## src/rtl/alu_arbiter.sv

```systemverilog
// Two-requester round-robin arbiter in front of a shared combinational ALU.
// Optional ALU_ARBITER_FLAGS_EN adds registered rsp_zero/rsp_neg response flags.
module alu_arbiter #(
  parameter int unsigned PRIO_REQ = 0
) (
  input  logic        clk,
  input  logic        rst,

  input  logic        req0_valid,
  input  logic [15:0] req0_a,
  input  logic [15:0] req0_b,
  input  logic [1:0]  req0_sel,
  output logic        req0_ready,

  input  logic        req1_valid,
  input  logic [15:0] req1_a,
  input  logic [15:0] req1_b,
  input  logic [1:0]  req1_sel,
  output logic        req1_ready,

  output logic [15:0] alu_a,
  output logic [15:0] alu_b,
  output logic [1:0]  alu_sel,
  input  logic [15:0] alu_result,

  output logic        rsp_valid,
  output logic        rsp_id,
  output logic [15:0] rsp_data,
  input  logic        rsp_ready
`ifdef ALU_ARBITER_FLAGS_EN
  ,
  output logic        rsp_zero,
  output logic        rsp_neg
`endif
);

  typedef enum logic [1:0] {
    StIdle,
    StExec,
    StResp
  } state_e;

  // Pointer resets to the non-priority requester so PRIO_REQ wins the first contention.
  localparam logic LastGrantRst = (PRIO_REQ == 0) ? 1'b1 : 1'b0;

  state_e      state_q, state_d;
  logic [15:0] op_a_q, op_a_d;
  logic [15:0] op_b_q, op_b_d;
  logic [1:0]  op_sel_q, op_sel_d;
  logic        last_grant_q, last_grant_d;
  logic        rsp_valid_q, rsp_valid_d;
  logic        rsp_id_q, rsp_id_d;
  logic [15:0] rsp_data_q, rsp_data_d;

  logic        any_valid;
  logic        grant_id;

  assign any_valid = req0_valid | req1_valid;
  assign grant_id  = (req0_valid & req1_valid) ? ~last_grant_q : req1_valid;

  always_comb begin
    state_d      = state_q;
    op_a_d       = op_a_q;
    op_b_d       = op_b_q;
    op_sel_d     = op_sel_q;
    last_grant_d = last_grant_q;
    rsp_valid_d  = rsp_valid_q;
    rsp_id_d     = rsp_id_q;
    rsp_data_d   = rsp_data_q;
    req0_ready   = 1'b0;
    req1_ready   = 1'b0;

    unique case (state_q)
      StIdle: begin
        // Reset wins over a grant, so no requester may see ready during rst.
        if (any_valid && !rst) begin
          req0_ready   = ~grant_id;
          req1_ready   = grant_id;
          op_a_d       = grant_id ? req1_a   : req0_a;
          op_b_d       = grant_id ? req1_b   : req0_b;
          op_sel_d     = grant_id ? req1_sel : req0_sel;
          rsp_id_d     = grant_id;
          last_grant_d = grant_id;
          state_d      = StExec;
        end
      end
      StExec: begin
        rsp_data_d  = alu_result;
        rsp_valid_d = 1'b1;
        state_d     = StResp;
      end
      StResp: begin
        if (rsp_ready) begin
          rsp_valid_d = 1'b0;
          state_d     = StIdle;
        end
      end
      default: begin
        state_d = StIdle;
      end
    endcase
  end

  always_ff @(posedge clk) begin
    if (rst) begin
      state_q      <= StIdle;
      op_a_q       <= 16'h0000;
      op_b_q       <= 16'h0000;
      op_sel_q     <= 2'd0;
      last_grant_q <= LastGrantRst;
      rsp_valid_q  <= 1'b0;
      rsp_id_q     <= 1'b0;
      rsp_data_q   <= 16'h0000;
    end else begin
      state_q      <= state_d;
      op_a_q       <= op_a_d;
      op_b_q       <= op_b_d;
      op_sel_q     <= op_sel_d;
      last_grant_q <= last_grant_d;
      rsp_valid_q  <= rsp_valid_d;
      rsp_id_q     <= rsp_id_d;
      rsp_data_q   <= rsp_data_d;
    end
  end

  assign alu_a     = op_a_q;
  assign alu_b     = op_b_q;
  assign alu_sel   = op_sel_q;
  assign rsp_valid = rsp_valid_q;
  assign rsp_id    = rsp_id_q;
  assign rsp_data  = rsp_data_q;

`ifdef ALU_ARBITER_FLAGS_EN
  logic rsp_zero_q, rsp_zero_d;
  logic rsp_neg_q, rsp_neg_d;

  always_comb begin
    rsp_zero_d = rsp_zero_q;
    rsp_neg_d  = rsp_neg_q;
    if (state_q == StExec) begin
      rsp_zero_d = (alu_result == 16'h0000);
      rsp_neg_d  = alu_result[15];
    end
  end

  always_ff @(posedge clk) begin
    if (rst) begin
      rsp_zero_q <= 1'b0;
      rsp_neg_q  <= 1'b0;
    end else begin
      rsp_zero_q <= rsp_zero_d;
      rsp_neg_q  <= rsp_neg_d;
    end
  end

  assign rsp_zero = rsp_zero_q;
  assign rsp_neg  = rsp_neg_q;
`else
  // Without flags the response is fully described by rsp_id and rsp_data.
`endif

  ready_onehot_a : assert property (@(posedge clk) !(req0_ready && req1_ready));

  ready_idle_only_a : assert property (@(posedge clk)
    (req0_ready || req1_ready) |-> (state_q == StIdle));

  rsp_hold_a : assert property (@(posedge clk) disable iff (rst)
    (rsp_valid && !rsp_ready) |=> (rsp_valid && $stable(rsp_data) && $stable(rsp_id)));

endmodule

```

## config.mk

```make
export PLATFORM = sky130hd
export DESIGN_NAME = alu_arbiter
export DESIGN_NICKNAME = d
export VERILOG_FILES = /design/src/rtl/alu_arbiter.sv
export SDC_FILE = /design/constraint.sdc
export NUM_CORES = 1
export LEC_CHECK = 0
export BUFFER_PORTS_ARGS = -buffer_cell sky130_fd_sc_hd__buf_2
export CORE_ASPECT_RATIO = 0.5
export CORE_MARGIN = 2
export CORE_UTILIZATION = 47
export DETAILED_ROUTE_END_ITERATION = 10
export PLACE_DENSITY = 0.89
export SLEW_MARGIN = 20
export SYNTH_ARGS = -nofsm -noshare
export SYNTH_HDL_FRONTEND = slang
export SYNTH_SLANG_ARGS = --single-unit
export TNS_END_PERCENT = 100
```

## constraint.sdc

```tcl
create_clock -name clk -period 3.5 [get_ports clk]
set_input_delay 0.175 -clock clk [delete_from_list [all_inputs] [get_ports clk]]
set_output_delay 0.175 -clock clk [all_outputs]
set_load 0.005 [all_outputs]
```

## Yosys cells after proc, flatten, opt, wreduce, memory -nomap -nowiden

Index checks and enable logic that the tools add are counted.

| word-level totals | value |
|---|---|
| bits in registers | 55 |
| output and inout port bits | 54 |
| logic and storage cells | 36 |

| cells by class | value |
|---|---|
| equality and inequality tests | 4 |
| multiplexer cells | 13 |
| bitwise logic cells | 4 |
| reductions and logical operators | 7 |

Operators by type and width:

| operator | number |
|---|---|
| $mux 16 | 2 |
| $mux 1 | 6 |
| $mux 2 | 3 |
| $pmux 2 s3 | 1 |
| $reduce_and 2->1 | 3 |
| $ne 2x2->1 const B | 2 |
| $eq 2x1->1 const B | 1 |
| $eq 2x2->1 const B | 1 |
| $logic_not 2->1 | 1 |
| $not 1->1 | 2 |
| $pmux 1 s2 | 1 |
| $reduce_bool 2->1 | 1 |
| $and 1x1->1 | 1 |
| $logic_and 1x1->1 | 1 |
| $logic_not 1->1 | 1 |
| $or 1x1->1 | 1 |

## Depth between registers and ports, before layout

| logic depth | value |
|---|---|
| depth in word-level cells | 5 |
| mapped depth | 6 |

## Worst setup path after synthesis

Ideal clock, no wire load.

| path | value |
|---|---|
| path type | register to register |
| from | register state_q[1] |
| to | register op_a_q[10] (netlist: alu_a[10]) |
| library setup time | 0.147 ns |
| arrival time | 1.188 ns |
| required time | 3.353 ns |
| setup slack | 2.165 ns |
| cell stages (with the launch flop) | 6 |
| period minus slack after synthesis | 1.335 ns |
| cell sequence | dfxtp_1 > nor3_4 > nand2_2 > inv_4 > buf_6 > a311oi_2 |

| on the way | value |
|---|---|
| word-level cells in the longest chain between the ends | 2 |

Ends and longest elaborated chain:

| element | RTL line | source |
|---|---|---|
| start, declared | 46 | `state_e state_q, state_d;` |
| start signal, assigned | 106 | `state_q <= StIdle;` |
| start signal, assigned | 115 | `state_q <= state_d;` |
| $logic_not 2->1 | 73 | `unique case (state_q)` |
| $reduce_and 2->1 (no source line) | -- |  |
| end signal, assigned | 116 | `op_a_q <= op_a_d;` |
| end, declared | 47 | `logic [15:0] op_a_q, op_a_d;` |

No other way between the ends.
A chain may end at the register's enable or synchronous reset.

## Final worst setup path

| path | value |
|---|---|
| from | register last_grant_q |
| to | output port req1_ready |

| on the way | value |
|---|---|
| word-level cells in the longest chain between the ends | 4 |

Ends and longest elaborated chain:

| element | RTL line | source |
|---|---|---|
| start, declared | 50 | `logic last_grant_q, last_grant_d;` |
| start signal, assigned | 110 | `last_grant_q <= LastGrantRst;` |
| start signal, assigned | 119 | `last_grant_q <= last_grant_d;` |
| $not 1->1 | 59 | `assign grant_id = (req0_valid & req1_valid) ? ~last_grant_q : req1_valid;` |
| $mux 1 | 59 |  |
| $mux 1 | 76 | `if (any_valid && !rst) begin` |
| $mux 1 | 73 |  |
| end, declared | 19 | `output logic req1_ready,` |

No other way between the ends.

==> impl_metrics.json <==
{
  "status": "completed",
  "place.port_buffers": 142,
  "power.static_leakage_nw": 1.50,
  "crit_path_end_kind": "primary output",
  "cp.arrival_ps": 1990,
  "worst_path_max_stage_delay_ps": 580,
  "worst_skew_pair.late_latency_ps": 320,
  "regToRegSetupSlack_ps": 1750,
  "h-tree-depth": 2,
  "ir_worst_vdd_mv": 0.236,
  "cts_buffers": 5,
  "postSynthCellCount": 287,
  "rsz0062_at_grt": "false",
  "worst_r2r_path_depth": 4,
  "synth_area_per_cell_um2": 8.78,
  "detail_route.wirelength_um": 6570,
  "routed-via-count": 2486,
  "detail-route-antenna-nets": 0,
  "tightest_slew_ps": 745,
  "fin_crit_sh_pct": 61.8,
  "netlist-cell-type-count": 25,
  "initialDrtViolationCount": 152,
  "rows": 18,
  "post_cts_buffers": 0,
  "timing.hold.worst.class": "in2reg",
  "worst-path-max-fanout": 20,
  "route.detailed.wl_per_inst_um": 13.6,
  "crit_path_top_delay_cell": "a21boi_2",
  "power_per_cell_area_nw_per_um2": 429,
  "post_drt_via_cell_ratio": 5.14,
  "max_cap_viol_count": 0,
  "diodes": 0,
  "grt_first_pass_wirelength_um": 10100,
  "seq_area_frac_synth_pct": 43.7,
  "synth.largest_area_cell": "dfxtp_1",
  "numClockSinks": 55,
  "worst_r2r_startpoint": "last_grant_q$_SDFFE_PP1P_",
  "finalCriticalPeriod_ps": 2160,
  "globalRoute.totalOverflow": 0,
  "grt_antenna_before_repair": 0,
  "asyncSetResetFlopFracSynth_pct": 0,
  "drcViolationCount": 0,
  "grt_util_all_layers_pct": 21.0,
  "synth_enable_flop_cells": 0,
  "cts_hold_buffers": 0,
  "design.final.nets": 502,
  "top_cell_type_s_share_of_synthesized_area_pct": 43.7,
  "place.detailed.hpwl_um": 4640,
  "initial_utilization_pct": 49.9,
  "first_pass_iters": 4,
  "clock_tree.buffer_depth": 2,
  "synthMostInstantiatedCell": "nand2_1",
  "drive_gt1_share_pct": 46.1,
  "finalSetupTns_ps": 0,
  "cts_tree": "yes",
  "fp.dieArea_um2": 6000,
  "max_freq_mhz": 463,
  "worst_hold_path.endpoint": "rsp_data[15]$_SDFFE_PP0P_",
  "worst_setup_hold_path_clk_slew_ps": 100,
  "ffs_latches_synth": 55,
  "ios": 143,
  "post_synth_main_area_contributors": "dfxtp_1 (44%), a311oi_2 (18%), nand2_1 (15%)",
  "rr_endpoint": "alu_sel[1]$_SDFFE_PP0P_",
  "dpl-instance-area_um2": 3180,
  "fin_area_um2": 3270,
  "via_count_of_the_first_global_routing_pass": 2287,
  "setup_violation_total_in_the_final_timing_report": 0,
  "syn_nets": 376,
  "die_width_um": 108,
  "slew_headroom_pct": 50.4,
  "maxSlewViolCount": 0,
  "routabilityCongestion": 0.829,
  "placeableCoreArea_um2": 5040,
  "fp.dieH_um": 55.8,
  "worstHoldPathCells": 3,
  "synth.cells.most_frequent": "nand2_1 (100), dfxtp_1 (55), a21oi_1 (52), a311oi_2 (30), buf_2 (16)",
  "worstSetupPathType": "reg2out",
  "area_overhead_vs_synth_pct": 30.0,
  "final_hold_violating_endpoints": 0,
  "finClkSkew_ps": 12.2,
  "ys.flop_type": "dfxtp_1",
  "crit_path_cell_trace": "a21boi_2, buf_4, nand3_1, inv_1, buf_2",
  "largest_net_degree_at_the_start_of_global_routing": 56,
  "required_ps": 3320,
  "cts_root_buffer": "clkbuf_8",
  "cts_resized": 0,
  "worstSetupStartpointType": "register",
  "timing.hold.worst.start": "alu_result[15]",
  "syn-cell-area_um2": 2520,
  "synth_warnings": 0
}
-- per-stage QoR --
step	instances	util, %	hold slack, ps	total power [W]	setup slack, ps
after floorplan	287	-	311	0.000938	2160
after CTS	484	64.9	76.2	0.00141	1330
after detailed placement	476	63.0	421	0.00106	1690
final	484	64.9	79.4	0.00140	1340
after global routing	484	64.9	73.7	0.00148	1200
after global placement	476	63.0	418	0.00105	1710
-- cell type report --
type                       instances  area, um2
fill                             451       1770
multi-input combinational        203       1240
sequential                        55       1100
timing repair buffer             146        741
tap                               70       87.6
clock buffer                       5       68.8
clock inverter                     3       22.5
inverter                           2       10.0
-- state kept, by name, summed over array words and instances, names as in the netlist --
name and flops:
rsp_data 16, alu_a 16, rsp_id 1, rsp_valid 1, last_grant_q 1, state_q 2, alu_b 16, alu_sel 2
-- cells in the final DEF, fill, tap and decap left out --
master,synthesis,layout
inv_1,1,1
buf_4,0,4
o21ai_0,2,2
a21boi_2,1,1
inv_6,0,1
or3_1,1,1
nor2_1,3,3
nand2_2,1,1
buf_2,16,142
clkinv_2,0,1
a311oi_1,4,4
nor2b_2,0,1
nand2b_1,1,1
nand3_1,1,1
or3b_2,1,1
nand2_1,100,100
or2_1,0,1
dfxtp_1,55,55
clkinv_4,0,1
inv_4,1,1
nand3b_1,1,1
clkbuf_8,0,5
a211o_1,1,1
nor3_4,1,1
a21bo_2,1,1
a21oi_1,52,52
a311oi_2,30,30
-- how the worst max path moves through the flow --
stage	start	to	slack, ps
after floorplan	state_q[1]$_SDFFE_PP0P_	alu_a[10]$_SDFFE_PP0P_	2160
after global placement	last_grant_q$_SDFFE_PP1P_	req1_ready	1710
after detailed placement	last_grant_q$_SDFFE_PP1P_	req1_ready	1690
after CTS	last_grant_q$_SDFFE_PP1P_	req1_ready	1330
after global routing	last_grant_q$_SDFFE_PP1P_	req1_ready	1200
final	last_grant_q$_SDFFE_PP1P_	req1_ready	1340
-- where the power goes --
| part | switching [W] | internal (W) |
|---|---|---|
| combinational | 0.000183 | 0.000149 |
| clock | 0.000217 | 0.000144 |
| sequential | 0.0000299 | 0.000681 |
| total | 0.000430 | 0.000974 |
-- metal layers --
layer | routed length (um) | vias to the layer above | part of all wire (%) | global-route usage, %
met5 | 0 | - | 0 | 0
met4 | 129 | 0 | 2.0 | 9.16
met3 | 338 | 13 | 5.1 | 3.86
met2 | 3430 | 69 | 52 | 38.8
met1 | 2670 | 1148 | 41 | 23.7
li1 | - | 1256 | - | -
-- logic make-up after synthesis --
| family | Yosys count | synth area share [%] |
|---|---|---|
| buffers and inverters | 29 | 7.00 |
| AOI/OAI and AO/OA | 91 | 31.2 |
| DFF | 55 | 43.7 |
| and+or+nand+nor | 112 | 18.1 |
-- critical path, delay by kind of cell (launching register included) --
kind                   cells  cell delay [ps]
flip-flops                 1              340
AO/OA/AOI/OAI              1              580
buffers and inverters      3              600
AND/OR/NAND/NOR            1              140
No activity file was read; power rests on OpenSTA's default activity.
